File: src/rtl/itlb_walker.sv
// Instruction-TLB miss walker: fetches the PTE for a missing user-mode page and
// refills the iTLB or raises a page fault. Optional watchdog: ITLB_WALKER_TIMEOUT_EN.
module itlb_walker #(
  parameter int VPN_W          = 20,
  parameter int PPN_W          = 8,
  parameter int TIMEOUT_CYCLES = 64
) (
  input  logic              clk,
  input  logic              reset,
  input  logic              flush,
  input  logic              tlb_miss,
  input  logic              supervisor_mode,
  input  logic [31:0]       VirtualAddress,
  input  logic [31:0]       ptbr,
  output logic              mem_req,
  output logic [31:0]       mem_addr,
  input  logic              mem_ack,
  input  logic [31:0]       mem_rdata,
  output logic              tlb_write,
  output logic [VPN_W-1:0]  reg_logic_page,
  output logic [PPN_W-1:0]  reg_physical_page,
  output logic              page_fault,
  output logic [31:0]       fault_vaddr,
  output logic              busy,
  output logic              walk_error
);

  typedef enum logic [2:0] {
    S_IDLE  = 3'd0,
    S_REQ   = 3'd1,
    S_CHECK = 3'd2,
    S_WRITE = 3'd3,
    S_DONE  = 3'd4
  } state_t;

  state_t             state_q, state_d;
  logic               flush_pend_q, flush_pend_d;
  logic [31:0]        vaddr_q, vaddr_d;
  logic [31:0]        mem_addr_q, mem_addr_d;
  logic               pte_v_q, pte_v_d;
  logic               pte_u_q, pte_u_d;
  logic [PPN_W-1:0]   pte_ppn_q, pte_ppn_d;
  logic [VPN_W-1:0]   lpage_q, lpage_d;
  logic [PPN_W-1:0]   ppage_q, ppage_d;
  logic               walk_error_c;
  logic [31:0]        pte_offset;
  logic               pte_ok;
  logic               unused_ok;

  // VPN scaled to a 4-byte PTE index, zero-extended; the add wraps modulo 2^32.
  assign pte_offset = {10'b0, VirtualAddress[31:12], 2'b00};
  assign pte_ok     = pte_v_q & pte_u_q;

`ifdef ITLB_WALKER_TIMEOUT_EN
  localparam int CNT_W = $clog2(TIMEOUT_CYCLES + 1);
  logic [CNT_W-1:0] cnt_q, cnt_d;
  assign unused_ok = ^mem_rdata;
`else
  assign unused_ok = ^{mem_rdata, 32'(TIMEOUT_CYCLES)};
`endif

  always_comb begin
    state_d      = state_q;
    flush_pend_d = flush_pend_q;
    vaddr_d      = vaddr_q;
    mem_addr_d   = mem_addr_q;
    pte_v_d      = pte_v_q;
    pte_u_d      = pte_u_q;
    pte_ppn_d    = pte_ppn_q;
    lpage_d      = lpage_q;
    ppage_d      = ppage_q;
    walk_error_c = 1'b0;
`ifdef ITLB_WALKER_TIMEOUT_EN
    cnt_d        = cnt_q;
`endif
    case (state_q)
      S_IDLE: begin
        if (!flush && tlb_miss && !supervisor_mode) begin
          vaddr_d      = VirtualAddress;
          mem_addr_d   = ptbr + pte_offset;
          flush_pend_d = 1'b0;
          state_d      = S_REQ;
`ifdef ITLB_WALKER_TIMEOUT_EN
          cnt_d        = '0;
`endif
        end
      end
      S_REQ: begin
        // A flushed request stays on the bus until acked, then its data is dropped.
        if (flush) flush_pend_d = 1'b1;
        if (mem_ack) begin
          pte_v_d      = mem_rdata[0];
          pte_u_d      = mem_rdata[1];
          pte_ppn_d    = mem_rdata[12 +: PPN_W];
          flush_pend_d = 1'b0;
          state_d      = (flush || flush_pend_q) ? S_IDLE : S_CHECK;
        end
`ifdef ITLB_WALKER_TIMEOUT_EN
        else if (cnt_q == CNT_W'(TIMEOUT_CYCLES)) begin
          walk_error_c = 1'b1;
          flush_pend_d = 1'b0;
          state_d      = S_IDLE;
        end else begin
          cnt_d = cnt_q + CNT_W'(1);
        end
`endif
      end
      S_CHECK: begin
        if (flush) begin
          state_d = S_IDLE;
        end else if (!pte_ok) begin
          state_d = S_DONE;
        end else begin
          lpage_d = vaddr_q[31 -: VPN_W];
          ppage_d = pte_ppn_q;
          state_d = S_WRITE;
        end
      end
      S_WRITE: begin
        state_d = flush ? S_IDLE : S_DONE;
      end
      S_DONE: begin
        // The iTLB miss flag is stale for this cycle, so it is not sampled.
        state_d = S_IDLE;
      end
      default: begin
        state_d = S_IDLE;
      end
    endcase
  end

  always_ff @(posedge clk) begin
    if (reset) begin
      state_q      <= S_IDLE;
      flush_pend_q <= 1'b0;
      vaddr_q      <= '0;
      mem_addr_q   <= '0;
      pte_v_q      <= 1'b0;
      pte_u_q      <= 1'b0;
      pte_ppn_q    <= '0;
      lpage_q      <= '0;
      ppage_q      <= '0;
    end else begin
      state_q      <= state_d;
      flush_pend_q <= flush_pend_d;
      vaddr_q      <= vaddr_d;
      mem_addr_q   <= mem_addr_d;
      pte_v_q      <= pte_v_d;
      pte_u_q      <= pte_u_d;
      pte_ppn_q    <= pte_ppn_d;
      lpage_q      <= lpage_d;
      ppage_q      <= ppage_d;
    end
  end

`ifdef ITLB_WALKER_TIMEOUT_EN
  always_ff @(posedge clk) begin
    if (reset) begin
      cnt_q <= '0;
    end else begin
      cnt_q <= cnt_d;
    end
  end
  assign walk_error = walk_error_c;
`else
  assign walk_error = 1'b0;
`endif

  // Strobes are gated by flush so an abort in CHECK/WRITE never leaks a pulse.
  assign mem_req           = (state_q == S_REQ);
  assign busy              = (state_q != S_IDLE);
  assign tlb_write         = (state_q == S_WRITE) && !flush;
  assign page_fault        = (state_q == S_CHECK) && !flush && !pte_ok;
  assign mem_addr          = mem_addr_q;
  assign reg_logic_page    = lpage_q;
  assign reg_physical_page = ppage_q;
  assign fault_vaddr       = vaddr_q;

endmodule

File: config.mk
export PLATFORM = sky130hd
export DESIGN_NAME = itlb_walker
export DESIGN_NICKNAME = d
export VERILOG_FILES = /design/src/rtl/itlb_walker.sv
export SDC_FILE = /design/constraint.sdc
export NUM_CORES = 1
export LEC_CHECK = 0
export BUFFER_PORTS_ARGS = -buffer_cell sky130_fd_sc_hd__buf_4
export CAP_MARGIN = 10
export CORE_ASPECT_RATIO = 1.4
export CORE_MARGIN = 1
export CORE_UTILIZATION = 25
export DETAILED_ROUTE_END_ITERATION = 7
export GPL_TIMING_DRIVEN = 0
export PLACE_DENSITY = 0.5
export RECOVER_POWER = 50
export SLEW_MARGIN = 20
export SYNTH_ARGS = -nofsm -noshare
export SYNTH_HDL_FRONTEND = slang
export SYNTH_SLANG_ARGS = --single-unit
File: constraint.sdc
create_clock -name clk -period 2.6 [get_ports clk]
set_input_delay 0.13 -clock clk [delete_from_list [all_inputs] [get_ports clk]]
set_output_delay 0.13 -clock clk [all_outputs]
set_load 0.01 [all_outputs]
Word-level counts from Yosys, hierarchy flattened
Cells that the tools add are included.
{ "classes": {"add_sub_neg": 1, "eq_ne": 6, "n_mux": 11, "bitwise": 2, "reduce_logical": 17} }
{ "op_table": {"columns": ["cell", "n"], "rows": [
  ["32-bit by 22-bit adder with 32-bit output", 1],
  ["3-bit 2-to-1 mux", 5],
  ["3-bit one-hot mux with 4 select lines", 1],
  ["3-bit by 2-bit == test with 1-bit output, second input constant", 2],
  ["2-bit AND reduction", 3],
  ["3-bit AND reduction", 2],
  ["1-bit logical AND", 5],
  ["3-bit by 1-bit == test with 1-bit output, second input constant", 1],
  ["1-bit logical NOT", 3],
  ["3-bit logical NOT", 1],
  ["1-bit 2-to-1 mux", 3],
  ["3-bit by 2-bit inequality test with 1-bit output, second input constant", 1],
  ["3-bit nonzero test", 1],
  ["2-bit 2-to-1 mux", 1],
  ["2-bit by 1-bit inequality test with 1-bit output, second input constant", 1],
  ["2-bit inequality test, second input constant", 1],
  ["1-bit one-hot mux with 2 select lines", 1],
  ["2-bit nonzero test", 1],
  ["1-bit bitwise AND", 1],
  ["1-bit logical OR", 1],
  ["1-bit inverter", 1]
]} }
{ "totals": {"register_bits": 106, "input_bits": 102, "wordCells": 46} }

Logic depth before layout (Yosys ltp)
Gate-level depths: netlist of run 1.
{ "logic_depth": {"word_depth": 5, "mapped_depth": 10, "ltp_nobuf": 10} }

Worst setup path after synthesis of run 1
OpenSTA, ideal clock, no wires.
{ "synth_timing": {"path_kind": "input port to flip-flop", "from": "input port VirtualAddress[12]", "to": "register mem_addr_q[24], in the netlist mem_addr[24]", "setup_time_ns": 0.086, "arrival_ns": 2.169, "setup_slack_ns": 0.345, "path_stages": 10, "n_path_buf": 0, "path_cell_list": "ha_1 inv_1 fa_1 or2b_2 a21o_2 a2111oi_4 a211oi_2 a211oi_1 xnor2_1 a211oi_1"} }
{ "synth_via": {"elab_chain_len": 1} }
{ "synth_rtl": {"columns": ["element", "line_no", "text"], "rows": [
  ["start: declaration", "13", "input logic [31:0] VirtualAddress,"],
  ["32-bit by 22-bit adder with 32-bit output", "80", "mem_addr_d = ptbr + pte_offset;"],
  ["end signal: assignment", "147", "mem_addr_q <= mem_addr_d;"],
  ["end: declaration", "39", "logic [31:0] mem_addr_q, mem_addr_d;"]
]} }
Every way passes these cells.
A chain may end at the register's enable or synchronous reset.

Worst setup path in the final report of run 1
{ "layout_timing": {"from": "register state_q[2]", "to": "register mem_addr_q[6], in the netlist mem_addr[6]"} }
{ "layout_via": {"elab_chain_len": 2} }
{ "layout_rtl": {"columns": ["element", "line_no", "text"], "rows": [
  ["start: declaration", "36", "state_t state_q, state_d;"],
  ["start signal: assignment", "144", "state_q <= state_d;"],
  ["3-bit logical NOT", "76", "case (state_q)"],
  ["2-bit AND reduction (no source line)", null, null]
]} }
Every way passes these cells.

==> summary.txt, run 1 <==
Status
  • Status: finished, final reports clean

Worst setup path
  • CP Class: reg2reg
  • Worst Path Max Fanout: 10
  • Crit end category: register
  • Arr. time, crit path: 2670 ps
  • CP Data Required Time: 2810 ps
  • Startpoint types: register

STA
  • RSZ-0062 raised after global routing: false
  • Endpoints failing hold: 0
  • Slew HR: 54.5%
  • Worst Setup Slack, final: 143 ps
  • Period minus WS final: between 2000 and 2500 ps
  • Achievable clock frequency: 407 MHz
  • Final period util: 94.5%
  • Setup TNS: 0 ps
  • Worst-margin pin slew: roughly 680 ps
  • Final setup vio count: 0
  • Worst clock skew: 7.18 ps
  • Final Slew Violations: 0

Clock network
  • Root Driver: clkbuf_16
  • Sink Count: between 100 and 150
  • Clk slew on worst S/H paths: about 70 ps
  • CTS tree: built
  • CTS max path bufs: 2
  • H-tree lvl count: 3
  • Clk Latency, worst-skew pair: 350 ps
  • CTS Buf Count: 9
  • Setup bufs post-CTS: 0

Pwr
  • Worst vdd ir: 297 uV
  • Leak pwr: 2.50 nW
  • Pwr dens: 569 nW/um^2
  • Post-layout power: 0.00380 W

Synthesis
  • Syn Area/Cell: ~7.9 um^2
  • Fraction of registers with async set/reset: 0%
  • Yosys cell types: 61
  • Number of synthesized flops with an enable pin: 0
  • Post-synth net total: 770
  • Post-Syn Instances: 647
  • Synthesized flop and latch total: 106
  • Most used DFF post-synth: dfxtp_1
  • Sequential-to-total area share from yosys stat: 41.6%
  • Synth Warn #: 0
  • Mapped cell area: 5100 um^2

Global routing
  • Grt total ovfl: 0
  • Gr usage total: approximately 17%
  • First-pass GRT wire length: 27100 um
  • Vias in the first global route: 4974
  • Initial antenna violation count: 0
  • Largest net degree at the start of global routing: 19

Die
  • Die height: 171 um
  • Std cell rows: 61
  • Die area: 21000 um^2
  • Die X: 123 um
  • Initial Utilization: 25.6%
  • Core area: 19900 um^2
  • Top Ports: 199

Route
  • Routed length per instance: about 16 um
  • Detail Route Antenna Nets: 0
  • Residual DRC count: 0
  • Drt first-iter violations: 219
  • Met3 WL: about 900 um
  • Met1 WL: 7400 um
  • Final WL: between 15000 and 20000 um
  • Met2 Wirelength: about 9000 um
  • Vias/cell: roughly 4.6
  • Drt first pass iters: 4
  • Top Metal Used: met4
  • Routed vias: 5054

Final layout
  • Area delta synth->final: 31.0%
  • Layout cell share with drive strength beyond 1: 15.2%
  • Reg area: 2120 um^2
  • Fillers: 2253
  • Final net count: between 900 and 1000
  • Multi-input gate area: 2740 um^2
  • N_diodes: 0

Place
  • DP Wirelength: 14100 um
  • Routability Congestion: slightly below 0.8
  • Dpl ws: -30.4 ps
  • Port-buffer cells: 174

Job
  • Max-cap violations: 0

Min path
  • HP Class: in2reg
[what timing repair did]
item                                    CTS  global route
hold buffers                              0             0
endpoints found under the setup margin    0            10
resized for setup                         0             2
[state kept, by name (all words and copies together) (netlist names)]
register,flops
pte_u_q,1
reg_logic_page,20
state_q,3
fault_vaddr,32
mem_addr,32
pte_ppn_q,8
reg_physical_page,8
flush_pend_q,1
pte_v_q,1
[final cells by class]
class,count,area share [%]
Clock inverter,6,1.10
Timing Repair Buffer,174,14.3
Inverter,5,0.281
Sequential cell,106,31.7
Multi-Input combinational cell,499,41.0
Tap cell,252,4.72
Clock buffer,10,3.58
Buffer,37,3.28
[metrics by stage]
step / cell area (um^2) / instances / hold WS [ps] / utilization [%]
2_1_floorplan: 5100 / 647 / 266 / -
3_3_place_gp: 6720 / 1073 / 382 / 33.7
3_5_place_dp: 6720 / 1073 / 388 / 33.7
4_1_cts: 7040 / 1089 / 1.88 / 35.3
5_1_grt: 6680 / 1089 / 15.4 / 33.6
6_report: 6680 / 1089 / 19.3 / 33.6
[cells in the final DEF, fill, tap and decap left out, types with 7 or more instances in the layout]
master,instances
nand3_1,7
a21oi_1,114
clkbuf_1,116
xnor2_1,18
nor2_1,30
a21o_1,11
ha_1,20
buf_4,82
dfxtp_1,106
nand2_1,192
o21ai_0,13
clkbuf_16,9
a211oi_1,16
[critical path: stages, from the launching register on]
cell and delay (ps):
dfxtp_1 350, or3_1 440, or4b_1 560, buf_2 220, buf_1 290, clkbuf_2 280
nand2_1 110, a21oi_1 60
[power by group]
group          total, W  internal, W  switching [W]
clock network   0.00144     0.000784       0.000660
logic          0.000659     0.000284       0.000375
registers       0.00170      0.00167      0.0000292
total           0.00380      0.00274        0.00106
[logic make-up (layout without fill, tap and decap cells)]
group / Yosys count / in the layout / synth area share [%]
buf+inv: 42 / 232 / 4.64
xor+xnor: 21 / 21 / 3.61
fa+ha+maj: 21 / 21 / 5.30
other cells: 1 / 1 / 0.0735
flops: 106 / 106 / 41.6
compound gates: 184 / 184 / 21.8
simple gates: 272 / 272 / 23.0
[cells in the mapped netlist, types with 3 or more instances]
cell        n  area share (%)
o21a_1      4            0.59
a31oi_1     3            0.37
and3_1      4            0.49
nand2b_1    3            0.37
nand3b_1    3            0.44
xor2_1      3            0.52
nor3_1      4            0.39
or3_1       4            0.49
a21o_1     11             1.6
and3_2      4            0.59
clkbuf_1   23             1.7
buf_2       4            0.39
a21oi_1   114              11
nor2_1     30             2.2
dfxtp_1   106              42
a211oi_1   16             2.4
ha_1       20             4.9
nand2_1   192              14
o21ai_0    13             1.3
nand4_1     3            0.37
o211ai_1    3            0.44
buf_6       4            0.88
nand3_1     7            0.69
xnor2_1    18             3.1
inv_1       5            0.37
[path summary, 6_finish.rpt]
check                       startpoint                     endpoint  slack, ps  cells past startpoint
max            state_q[2]$_SDFFE_PP0P_     mem_addr[6]$_SDFFE_PP0P_        140                      7
min                  VirtualAddress[2]  fault_vaddr[2]$_SDFFE_PP0P_         20                      3
max reg2reg    state_q[2]$_SDFFE_PP0P_     mem_addr[6]$_SDFFE_PP0P_        140                      7
min reg2reg  mem_addr[11]$_SDFFE_PP0P_    mem_addr[11]$_SDFFE_PP0P_        450                      2
[per-layer routing]
layer | vias up | track usage, %
met2 | 116 | 32.0
met1 | 2326 | 19.7
li1 | 2597 | -
met3 | 15 | 3.10
met4 | 0 | 5.09
met5 | - | 0
Power figures use the tool's default switching activity.
==> inputs of run 2 (changes only) <==
BUFFER_PORTS_ARGS = not set   (was -buffer_cell sky130_fd_sc_hd__buf_4)
DONT_BUFFER_PORTS = 1   (was not set)
PLACE_DENSITY = 0.41   (was 0.5)
==> run 2 against run 1 <==
Net effect:
- die area is the same
- final cell count fell by 11%
- combinational power fell by 14%
- flip-flop and latch count unchanged
- maximum frequency rose by 0.95%
- first-iteration DRC count rose by 18%
- via count shrank 7.6%
- largest power group unchanged
- highest routed layer unchanged
==> summary.txt, run 2 (synthesis results as in run 1) <==
Final layout
  • Final instance area: 6220 um^2 (was 6680 um^2)
  • Multi-input gate area: 2740 um^2 (unchanged)
  • Area delta synth->final: 22.0% (was 31.0%)
  • Final net count: 831 (was 955)
  • Layout cell share with drive strength beyond 1: 6.59% (was 15.2%)
  • Reg area: 2120 um^2 (unchanged)
  • Final core occ: 31.2% (was 33.6%)
  • Most common library cell in the layout ignoring fill and taps: nand2_1 (unchanged)
  • Fillers: 2164 (was 2253)
  • Most frequent cells in the layout: 192 x nand2_1, 114 x a21oi_1, 106 x dfxtp_1, 51 x dlygate4sd3_1, 30 x nor2_1 (was 192 x nand2_1, 116 x clkbuf_1, 114 x a21oi_1, 106 x dfxtp_1, 82 x buf_4)
  • N_diodes: 0 (unchanged)

Global routing
  • Gr usage total: 17.0% (was 17.2%)
  • First-pass GRT wire length: 26300 um (was 27100 um)
  • Vias in the first global route: 4673 (was 4974)
  • Initial antenna violation count: 0 (unchanged)
  • Grt total ovfl: 0 (unchanged)
  • Largest net degree at the start of global routing: 18 (was 19)

Worst setup path
  • Startpoint types: register (unchanged)
  • R2R depth: 7 (unchanged)
  • Reg-to-reg slack, setup: 170 ps (was 140 ps)
  • Slowest stage cell, crit path: or3_1 (was or4b_1)
  • Crit end category: register (unchanged)
  • Critical Path Max Stage Delay: 490 ps (was 560 ps)
  • RR Startpoint: state_q[2]$_SDFFE_PP0P_ (unchanged)
  • Arr. time, crit path: 2670 ps (about the same)
  • CP Class: reg2reg (unchanged)
  • CP Data Required Time: 2840 ps (was 2810 ps)
  • Reg2reg end: mem_addr[21]$_SDFFE_PP0P_ (was mem_addr[6]$_SDFFE_PP0P_)
  • Worst Path Max Fanout: 10 (unchanged)
  • Worst-path cell chain: or3_1, or4b_1, buf_2, buf_1, nand3b_1, o41ai_1, a211o_1 (was or3_1, or4b_1, buf_2, buf_1, clkbuf_2, nand2_1, a21oi_1)

Die
  • Die area: 21000 um^2 (unchanged)
  • Die height: 171 um (unchanged)
  • Initial Utilization: 25.6% (unchanged)
  • Std cell rows: 61 (unchanged)
  • Top Ports: 199 (unchanged)
  • Die X: 123 um (unchanged)
  • Core area: 19900 um^2 (unchanged)

Route
  • Routed length per instance: 18.3 um (was 16.4 um)
  • Residual DRC count: 0 (unchanged)
  • Drt first pass iters: 4 (unchanged)
  • Vias/cell: 4.84 (was 4.64)
  • Final WL: 17700 um (was 17900 um)
  • Routed vias: 4669 (was 5054)
  • Detail Route Antenna Nets: 0 (unchanged)
  • Drt first-iter violations: 259 (was 219)

STA
  • RSZ-0062 raised after global routing: false (unchanged)
  • Worst-margin pin slew: 696 ps (was 682 ps)
  • Slew HR: 53.6% (was 54.5%)
  • Final Slew Violations: 0 (unchanged)
  • Final setup vio count: 0 (unchanged)
  • Period minus WS final: 2430 ps (was 2460 ps)
  • Endpoints failing hold: 0 (unchanged)
  • Final period util: 93.6% (was 94.5%)
  • Achievable clock frequency: 411 MHz (was 407 MHz)
  • Worst clock skew: 9.72 ps (was 7.18 ps)

Clock network
  • Setup bufs post-CTS: 0 (unchanged)
  • Clk Latency, worst-skew pair: 350 ps (about the same)
  • CTS tree: built (unchanged)
  • Clk slew on worst S/H paths: 70 ps (about the same)
  • Sink Count: 106 (unchanged)
  • Root Driver: clkbuf_16 (unchanged)
  • CTS Buf Count: 9 (unchanged)
  • CTS max path bufs: 2 (unchanged)
  • H-tree lvl count: 3 (unchanged)

Place
  • Port-buffer cells: 0 (was 174)
  • DP Wirelength: 13800 um (was 14100 um)
  • Post-place instance area: 5420 um^2 (was 6720 um^2)
  • Routability Congestion: 0.774 (was 0.793)

Pwr
  • Leak pwr: 2.21 nW (was 2.50 nW)
  • Pwr dens: 594 nW/um^2 (was 569 nW/um^2)
  • Post-layout power: 0.00370 W (was 0.00380 W)
  • Worst vdd ir: 288 uV (was 297 uV)

Min path
  • Hold Crit Endpoint: mem_addr[29]$_SDFFE_PP0P_ (was fault_vaddr[2]$_SDFFE_PP0P_)
  • HP Class: in2reg (unchanged)
  • Worst Hold Launch: ptbr[29] (was VirtualAddress[2])
  • Hold Path Stages: 3 (unchanged)

Status
  • Status: finished, final reports clean (unchanged)

Job
  • Max-cap violations: 0 (unchanged)
-- run 2: cell types whose count changed in the layout (fill, tap and decap cells not counted), sizes merged --
cell,before,now
clkbuf,128,34
dlygate4sd3,1,51
buf,91,11
-- run 2: worst max-delay path, delay by kind of cell (launching register included) --
kind	cells	cell delay, ps
flops	1	360
buf+inv	2	520
compound gates	2	310
simple gates	3	1150
-- run 2: worst max-delay path by stage --
| stage | start | end | slack, ps | depth (start not counted) |
|---|---|---|---|---|
| final | state_q[2]$_SDFFE_PP0P_ | mem_addr[21]$_SDFFE_PP0P_ | 170 | 7 |
| after detailed placement | VirtualAddress[12] | mem_addr[30]$_SDFFE_PP0P_ | -10 | 10 |
| after CTS | state_q[2]$_SDFFE_PP0P_ | mem_addr[6]$_SDFFE_PP0P_ | 60 | 7 |
| after floorplan | VirtualAddress[12] | mem_addr[24]$_SDFFE_PP0P_ | 350 | 10 |
| after global routing | state_q[2]$_SDFFE_PP0P_ | mem_addr[10]$_SDFFE_PP0P_ | 3 | 7 |
| after global placement | VirtualAddress[12] | mem_addr[30]$_SDFFE_PP0P_ | 50 | 10 |
-- run 2: report_power, final --
group | internal (W) | total (W) | switching, W | leakage (nW)
Combinational | 0.000245 | 0.000564 | 0.000319 | 1.21
Clock | 0.000774 | 0.00140 | 0.000629 | 0.145
Sequential | 0.00167 | 0.00173 | 0.0000599 | 0.859
-- run 2: area by class of cell --
type                    instances  area share (%)
plain buffers                  37            3.52
clock buffers                  10            3.84
clock inverters                 6            1.03
inverters                       5           0.302
multi-input cells             499            44.1
flip-flops and latches        106            34.1
well taps                     252            5.07
repair buffers                 50            8.05
-- run 2: stage by stage --
stage | TNS (ps) | instances | setup WS (ps) | hold slack (ps)
finish | 0 | 965 | 166 | 31.4
global route | 0 | 965 | 2.82 | 11.0
CTS | 0 | 965 | 55.8 | 1.64
detailed placement | -11.8 | 899 | -11.8 | 273
global placement | 0 | 899 | 55.0 | 268
floorplan | 0 | 647 | 345 | 266
-- run 2: repair_timing --
item / CTS / global route
endpoints found under the hold margin: 50 / 0
hold buffers: 50 / 0
resized for setup: 0 / 2
setup endpoints to repair: 0 / 10
-- run 2: metal layers --
| metal | track usage (%) | wire length, um |
|---|---|---|
| met5 | 0 | 0 |
| met4 | 5.78 | 383 |
| met3 | 5.57 | 1170 |
| met2 | 31.5 | 9410 |
| met1 | 17.6 | 6730 |
